[src/rtl/sqrt_pkg.sv]
// Shared encodings for the square-root controller: ALU opcodes, register
// indices of the datapath register file, and the controller state enum.
package sqrt_pkg;

    localparam logic [1:0] ALU_ADD = 2'b00;
    localparam logic [1:0] ALU_SUB = 2'b01;
    localparam logic [1:0] ALU_INC = 2'b11;

    localparam int unsigned REG_X     = 0;
    localparam int unsigned REG_CNT   = 1;
    localparam int unsigned REG_ODD   = 2;
    localparam int unsigned REG_TWO   = 3;
    localparam int unsigned REG_TRIAL = 4;
    localparam int unsigned REG_ZERO  = 5;

    typedef enum logic [3:0] {
        S_IDLE,
        S_LOAD,
        S_CLR,
        S_SIGN,
        S_INIT_CNT,
        S_INIT_ODD,
        S_INIT_TWO,
        S_TRY,
        S_COMMIT,
        S_COUNT,
        S_NEXT_ODD,
        S_FINISH,
        S_DONE,
        S_ERROR
    } state_e;

endpackage

[src/rtl/sqrt_controller.sv]
// Control FSM computing floor(sqrt(x)) on the external datapath by subtracting
// successive odd numbers; all datapath controls are decoded from state only.
module sqrt_controller
    import sqrt_pkg::*;
#(
    parameter int unsigned DATA_WIDTH = 32,
    parameter int unsigned ADDR_WIDTH = 3
) (
    input  logic                  clk,
    input  logic                  rst_n,
    input  logic                  start_i,
    input  logic                  negative_i,
    input  logic                  zero_i,
    output logic                  IE_o,
    output logic                  WE_o,
    output logic                  OE_o,
    output logic [ADDR_WIDTH-1:0] ADDR_WR_o,
    output logic [ADDR_WIDTH-1:0] ADDR_RDA_o,
    output logic [ADDR_WIDTH-1:0] ADDR_RDB_o,
    output logic [1:0]            ALU_Op_o,
    output logic                  busy_o,
    output logic                  done_o,
    output logic                  error_o,
    output logic                  exact_o
);

    // The register map needs indices up to 5 and the sign test needs an MSB.
    if (DATA_WIDTH < 2 || ADDR_WIDTH < 3) begin : g_param_check
        $error("sqrt_controller: unsupported DATA_WIDTH/ADDR_WIDTH");
    end

    state_e state_q, state_d;
    logic   error_q, error_d;
    logic   exact_q, exact_d;

    always_ff @(posedge clk) begin
        if (!rst_n) begin
            state_q <= S_IDLE;
            error_q <= 1'b0;
            exact_q <= 1'b0;
        end else begin
            state_q <= state_d;
            error_q <= error_d;
            exact_q <= exact_d;
        end
    end

    // Flags are only consulted in SIGN and TRY, the cycles that produce them.
    always_comb begin
        state_d = state_q;
        error_d = error_q;
        exact_d = exact_q;
        case (state_q)
            S_IDLE: begin
                if (start_i) begin
                    state_d = S_LOAD;
                    error_d = 1'b0;
                    exact_d = 1'b0;
                end
            end
            S_LOAD:     state_d = S_CLR;
            S_CLR:      state_d = S_SIGN;
            S_SIGN: begin
                if (negative_i) begin
                    state_d = S_ERROR;
                    error_d = 1'b1;
                end else begin
                    state_d = S_INIT_CNT;
                    if (zero_i) exact_d = 1'b1;
                end
            end
            S_INIT_CNT: state_d = S_INIT_ODD;
            S_INIT_ODD: state_d = S_INIT_TWO;
            S_INIT_TWO: state_d = S_TRY;
            S_TRY: begin
                if (negative_i) begin
                    state_d = S_FINISH;
                end else begin
                    state_d = S_COMMIT;
                    if (zero_i) exact_d = 1'b1;
                end
            end
            S_COMMIT:   state_d = S_COUNT;
            S_COUNT:    state_d = S_NEXT_ODD;
            S_NEXT_ODD: state_d = S_TRY;
            S_FINISH:   state_d = S_DONE;
            S_DONE:     state_d = S_IDLE;
            S_ERROR:    state_d = S_IDLE;
            default:    state_d = S_IDLE;
        endcase
    end

    always_comb begin
        IE_o       = 1'b0;
        WE_o       = 1'b0;
        OE_o       = 1'b0;
        ADDR_WR_o  = '0;
        ADDR_RDA_o = '0;
        ADDR_RDB_o = '0;
        ALU_Op_o   = ALU_ADD;
        done_o     = 1'b0;
        case (state_q)
            S_LOAD: begin
                IE_o      = 1'b1;
                WE_o      = 1'b1;
                ADDR_WR_o = ADDR_WIDTH'(REG_X);
            end
            S_CLR: begin
                WE_o       = 1'b1;
                ADDR_WR_o  = ADDR_WIDTH'(REG_ZERO);
                ADDR_RDA_o = ADDR_WIDTH'(REG_X);
                ADDR_RDB_o = ADDR_WIDTH'(REG_X);
                ALU_Op_o   = ALU_SUB;
            end
            S_SIGN: begin
                ADDR_RDA_o = ADDR_WIDTH'(REG_X);
                ADDR_RDB_o = ADDR_WIDTH'(REG_ZERO);
                ALU_Op_o   = ALU_SUB;
            end
            S_INIT_CNT: begin
                WE_o       = 1'b1;
                ADDR_WR_o  = ADDR_WIDTH'(REG_CNT);
                ADDR_RDA_o = ADDR_WIDTH'(REG_ZERO);
                ADDR_RDB_o = ADDR_WIDTH'(REG_ZERO);
            end
            S_INIT_ODD: begin
                WE_o       = 1'b1;
                ADDR_WR_o  = ADDR_WIDTH'(REG_ODD);
                ADDR_RDA_o = ADDR_WIDTH'(REG_ZERO);
                ALU_Op_o   = ALU_INC;
            end
            S_INIT_TWO: begin
                WE_o       = 1'b1;
                ADDR_WR_o  = ADDR_WIDTH'(REG_TWO);
                ADDR_RDA_o = ADDR_WIDTH'(REG_ODD);
                ALU_Op_o   = ALU_INC;
            end
            S_TRY: begin
                WE_o       = 1'b1;
                ADDR_WR_o  = ADDR_WIDTH'(REG_TRIAL);
                ADDR_RDA_o = ADDR_WIDTH'(REG_X);
                ADDR_RDB_o = ADDR_WIDTH'(REG_ODD);
                ALU_Op_o   = ALU_SUB;
            end
            S_COMMIT: begin
                WE_o       = 1'b1;
                ADDR_WR_o  = ADDR_WIDTH'(REG_X);
                ADDR_RDA_o = ADDR_WIDTH'(REG_TRIAL);
                ADDR_RDB_o = ADDR_WIDTH'(REG_ZERO);
            end
            S_COUNT: begin
                WE_o       = 1'b1;
                ADDR_WR_o  = ADDR_WIDTH'(REG_CNT);
                ADDR_RDA_o = ADDR_WIDTH'(REG_CNT);
                ALU_Op_o   = ALU_INC;
            end
            S_NEXT_ODD: begin
                WE_o       = 1'b1;
                ADDR_WR_o  = ADDR_WIDTH'(REG_ODD);
                ADDR_RDA_o = ADDR_WIDTH'(REG_ODD);
                ADDR_RDB_o = ADDR_WIDTH'(REG_TWO);
            end
            S_FINISH: begin
                OE_o       = 1'b1;
                ADDR_RDA_o = ADDR_WIDTH'(REG_CNT);
                ADDR_RDB_o = ADDR_WIDTH'(REG_ZERO);
            end
            S_DONE:  done_o = 1'b1;
            S_ERROR: done_o = 1'b1;
            default: ;
        endcase
    end

    assign busy_o  = (state_q != S_IDLE);
    assign error_o = error_q;
    assign exact_o = exact_q;

endmodule

[config.mk]
export PLATFORM = sky130hd
export DESIGN_NAME = sqrt_controller
export DESIGN_NICKNAME = d
export VERILOG_FILES = /design/src/rtl/sqrt_pkg.sv /design/src/rtl/sqrt_controller.sv
export SDC_FILE = /design/constraint.sdc
export NUM_CORES = 1
export LEC_CHECK = 0
export CAP_MARGIN = 20
export CORE_ASPECT_RATIO = 1.1
export CORE_MARGIN = 8
export CORE_UTILIZATION = 25
export CTS_CLUSTER_SIZE = 30
export DETAILED_ROUTE_END_ITERATION = 8
export HOLD_SLACK_MARGIN = 0.12
export MAX_ROUTING_LAYER = met4
export PLACE_DENSITY = 0.63
export SLEW_MARGIN = 20
export SYNTH_ARGS = -nofsm -noshare
export SYNTH_HDL_FRONTEND = slang
export SYNTH_SLANG_ARGS = --single-unit
[constraint.sdc]
create_clock -name clk -period 1.4 [get_ports clk]
set_input_delay 0.42 -clock clk [delete_from_list [all_inputs] [get_ports clk]]
set_output_delay 0.42 -clock clk [all_outputs]
set_load 0.02 [all_outputs]
==> Word-level counts from Yosys, hierarchy flattened <==
Cells that the tools add are included.
{ "op_classes": {"add_sub_neg": 0, "multipliers": 0, "div": 0, "order_cmp": 0, "n_eq_ne": 17, "shift": 0, "mux": 18, "n_bitwise": 0, "reduce_logical": 17} }
{ "op_table": {"columns": ["op", "n"], "rows": [
  ["one-hot mux 4 bit (11 select lines)", 1],
  ["equality test 4 bit, second input constant", 6],
  ["equality test 4 x 3 -> 1 bit, second input constant", 4],
  ["one-hot mux 3 bit (5 select lines)", 1],
  ["OR reduction 2 bit", 7],
  ["one-hot mux 3 bit (4 select lines)", 1],
  ["one-hot mux 3 bit (3 select lines)", 1],
  ["OR reduction 9 bit", 1],
  ["equality test 4 x 2 -> 1 bit, second input constant", 2],
  ["2-to-1 mux 1 bit", 8],
  ["2-to-1 mux 4 bit", 2],
  ["!= test 2 bit, second input constant", 3],
  ["OR reduction 3 bit", 2],
  ["equality test 4 x 1 -> 1 bit, second input constant", 1],
  ["logical NOT 4 bit", 1],
  ["one-hot mux 1 bit (2 select lines)", 2],
  ["one-hot mux 2 bit (2 select lines)", 1],
  ["AND reduction 4 bit", 1],
  ["nonzero test 2 bit", 2],
  ["nonzero test 4 bit", 1],
  ["OR reduction 4 bit", 1],
  ["AND reduction 3 bit", 1],
  ["2-to-1 mux 2 bit", 1],
  ["!= test 2 x 1 -> 1 bit, second input constant", 1]
]} }
{ "totals": {"register_bits": 6, "latchBits": 0, "ram_bits": 0, "romBits": 0, "inputBits": 5, "out_inout_bits": 18, "mem_count": 0} }

==> Depth between registers and ports, before layout <==
{ "logic_depth": {"word_depth": 4, "depth_mapped": 5, "depth_no_buf": 3} }

==> Worst setup path before layout <==
No wires, ideal clock.
{ "synth_timing": {"path_kind": "register to output", "start": "reg state_q[3]", "end": "out ADDR_RDB_o[1]", "t_arrival_ps": 1479, "setup_slack_ps": -499, "stages_incl_launch_ff": 6, "path_buffers": 2, "path_cell_list": "dfxtp_1 -> buf_6 -> nand2b_1 -> clkbuf_1 -> or2_2 -> a21boi_0"} }
{ "synth_between": {"elab_chain_cells": 3} }
{ "synth_lines": {"columns": ["item", "line_no", "source"], "rows": [
  ["start, declared", "sqrt_controller.sv:32", "state_e state_q, state_d;"],
  ["start signal, assigned", "sqrt_controller.sv:42", "state_q <= state_d;"],
  ["equality test 4 x 2 -> 1 bit, or another cell as far along", "sqrt_controller.sv:102", "case (state_q)"],
  ["OR reduction 4 bit (no line)", null, null],
  ["one-hot mux 3 bit (3 select lines) (*)", "sqrt_controller.sv:102", null],
  ["end, declared", "sqrt_controller.sv:19", "output logic [ADDR_WIDTH-1:0] ADDR_RDB_o,"]
]} }
Every way passes the cells marked *; elsewhere a longest branch is shown, timed or not.

==> Worst setup path in the final report <==
{ "layout_timing": {"start": "reg state_q[1]", "end": "out WE_o"} }
{ "layout_between": {"elab_chain_cells": 3} }
{ "layout_lines": {"columns": ["item", "line_no", "source"], "rows": [
  ["equality test 4 bit, or another cell as far along", "sqrt_controller.sv:102", null],
  ["OR reduction 9 bit (no line) (*)", null, null],
  ["2-to-1 mux 1 bit (*)", "sqrt_controller.sv:102", null],
  ["end, declared", "sqrt_controller.sv:15", "output logic WE_o,"]
]} }
Marks and branches as above.

==> impl_metrics.csv <==
group,metric,value,unit
clock_network,clockBufferDepth,2,
status,status,"finished, violations left",
layout,num-fill-cells,131,
synth,netlist_area,490.5,um^2
status,violations,"negative setup slack",
sta,maxSlewHeadroom,81.09,%
global_routing,gr-total-overflow,0,
global_routing,grt_first_pass_wirelength,3567,um
place,place_ws,-0.6350,ns
synth,syn_inst,71,
routing,viasPerCell,4.865,
pwr,p_per_area,918.6,nW/um^2
pwr,ir_drop,0.0006461,V
floorplan,start_util,25.34,%
clock_network,cts_hold_buf,0,
synth,synth_top_family_by_area,"compound AO/OA/AOI/OAI gates",
global_routing,antenna_found_initial,0,
sta,rsz0062_at_grt,"true",
clock_network,htreeDepth,1,
sta,fmaxAchievable,547.2,MHz
floorplan,die_w,58.23,um
layout,utilization,72.40,%
floorplan,core,1936,um^2
layout,layoutNonFillerInstCount,155,
clock_network,cts.sinks,6,
floorplan,die_h,62.46,um
synth,ys_seq_elements,6,
critical_path,startpoint,"state_q[1]",
global_routing,grt_pass1_vias,783,
pwr,p_leak,0.0006099,uW
routing,drc_errors,0,
routing,drt_iter0_markers,3,
critical_path,end_kind,"primary output",
synth,synth_edf_count,0,
sta,finalSetupViolations,19,
critical_path,rr_startpoint,"state_q[1]",
layout,final_nets,134,
synth,yosysMostFrequentCell,"nor2_1",
synth,synthSimpleGateAreaFrac,28.83,%
clock_network,root_buffer,"clkbuf_4",
synth,synth_ff_type,"dfxtp_1",
global_routing,grt_max_degree,9,
sta,layout_min_cycle_time,1.828,ns
synth,synthTopCellsByArea,"dfxtp_1 24%, a21oi_1 8.2%, nor2_1 6.9%",
floorplan,die_area,3637,um^2
sta,drv_slew,0,
layout,n_antenna_cell,0,
floorplan,design.portCount,23,
synth,synth_top_area_share,24.49,%
layout,area_delta_synth_final,185.7,%
routing,antenna_left,0,
synth,synth-compound-area-share,34.44,%
sta,fin_skew,0.002962,ns
sta,worstMarginPinSlew,0.2836,ns
critical_path,arrival,1.41,ns
floorplan,row_count,17,
critical_path,path_max_fanout,3,
synth,avgSynthCellArea,6.908,um^2
layout,drive_gt1_share,77.17,%
synth,synth-adder-area-share,0,%
place,dp.cells,139,
routing,dr.pass1.iters,3,
synth,synthXorXnorAreaFrac,1.786,%
global_routing,grt_usage,12.73,%
sta,setup_tns,-4.829,ns
clock_network,cts_made_buffers,3,
synth,yosys.area.top_type,"dfxtp_1",
place,gp_congestion,0.8017,
routing,routedWlPerCell,15.68,um
synth,yosys-top-cells-count,"9 x nor2_1, 8 x a21oi_1, 6 x dfxtp_1",
critical_path,worstPathRequired,0.98,ns
synth,synth-seq-area-share,24.49,%
flow_run,cap_viol_max_count,0,
clock_network,clk_latency,0.24,ns
synth,ys_warn_count,0,
synth,synth_cell_types,29,
place,place_hpwl,1380,um
synth,async_flop_share,0,%
synth,postSynthNetCount,76,
layout,fin_area,1401,um^2
clock_network,cts_tree,"built",
routing,vias,754,
critical_path,crit_type,"flop to primary output",
clock_network,cts.clk_slew.worst_paths,0.04,ns
place,placed_cell_area,1035,um^2
place,io_buffers,22,
synth,synth_mux_area_share,0,%
worst_hold_path,hold_start,"exact_o",
routing,drt-total-wl,2430,um
sta,setup_slack,-0.4276,ns
worst_hold_path,hp-class,"flop to flop",
critical_path,start_kind,"flop",
sta,finalHoldViolations,0,
sta,fin_crit_sh,130.5,%
-- kinds of logic (layout without fill, tap and decap cells) --
group / count (synthesis) / count (layout)
flops: 6 / 6
buf+inv: 11 / 67
xor+xnor: 1 / 1
compound gates: 26 / 26
simple gates: 27 / 27
-- registers in the layout (all words and copies together), names as in the netlist --
register  flops
exact_o       1
state_q       4
error_o       1
-- repair_timing --
item	CTS	global route
buffers inserted	10	5
pin swaps	10	10
endpoints found under the setup margin	21	19
cloned	0	0
resized for setup	127	23
-- power by group --
| group | internal (uW) | total, uW | switching [uW] |
|---|---|---|---|
| Clock | 96.4 | 151 | 54.8 |
| Combinational | 493 | 916 | 423 |
| Sequential | 190 | 220 | 29.9 |
| Total | 780 | 1290 | 507 |
-- through the flow --
step / hold WS [ns] / total power [uW]
2_1_floorplan: 0.5360 / 587.7
3_3_place_gp: 0.4608 / 832.1
3_5_place_dp: 0.4610 / 840.5
4_1_cts: 0.4654 / 1173
5_1_grt: 0.4802 / 1352
6_report: 0.4590 / 1287
-- layout make-up --
class | count | area [um^2] | share of cell area, %
Inverter | 3 | 11.26 | 0.8036
Clock buffer | 3 | 22.52 | 1.607
Multi-Input combinational cell | 54 | 585.6 | 41.79
Tap cell | 28 | 35.03 | 2.500
Sequential cell | 6 | 135.1 | 9.643
Timing Repair Buffer | 61 | 611.8 | 43.66
-- path summary, 6_finish.rpt --
check	end	slack [ns]	cells after the start
worst max-delay path	WE_o	-0.43	5
worst min-delay path	exact_o	0.46	2
worst min register to register	exact_o	0.46	2
worst max register to register	state_q[1]	-0.03	4
-- metal layers --
metal  vias to the layer above  track usage (%)  share of wire, %
met1                       367            11.38                39
met5                         -                -                 0
met3                         6            3.292               3.7
met4                         0            5.521               2.1
met2                        17            24.02                55
li1                        364                -                 -
-- cell usage in the layout, fill, tap and decap left out, drive strengths merged, types with 2 or more instances in the layout --
| master | count |
|---|---|
| nor2 | 9 |
| dfxtp | 6 |
| a21boi | 2 |
| dlygate4sd2 | 2 |
| buf | 55 |
| nand2 | 3 |
| o32ai | 2 |
| o21ai | 6 |
| nor3 | 2 |
| nand2b | 5 |
| o22ai | 2 |
| a21oi | 8 |
| and2 | 2 |
| clkbuf | 3 |
| inv | 3 |
| clkdlybuf4s50 | 4 |
-- worst max-delay path, cell delays in order, from the launching register on --
cell	delay [ns]
dfxtp_4	0.36
buf_6	0.12
or3_4	0.36
a21oi_2	0.15
a21oi_2	0.04
buf_4	0.15
Note: power is estimated with default switching activity, not from simulation.
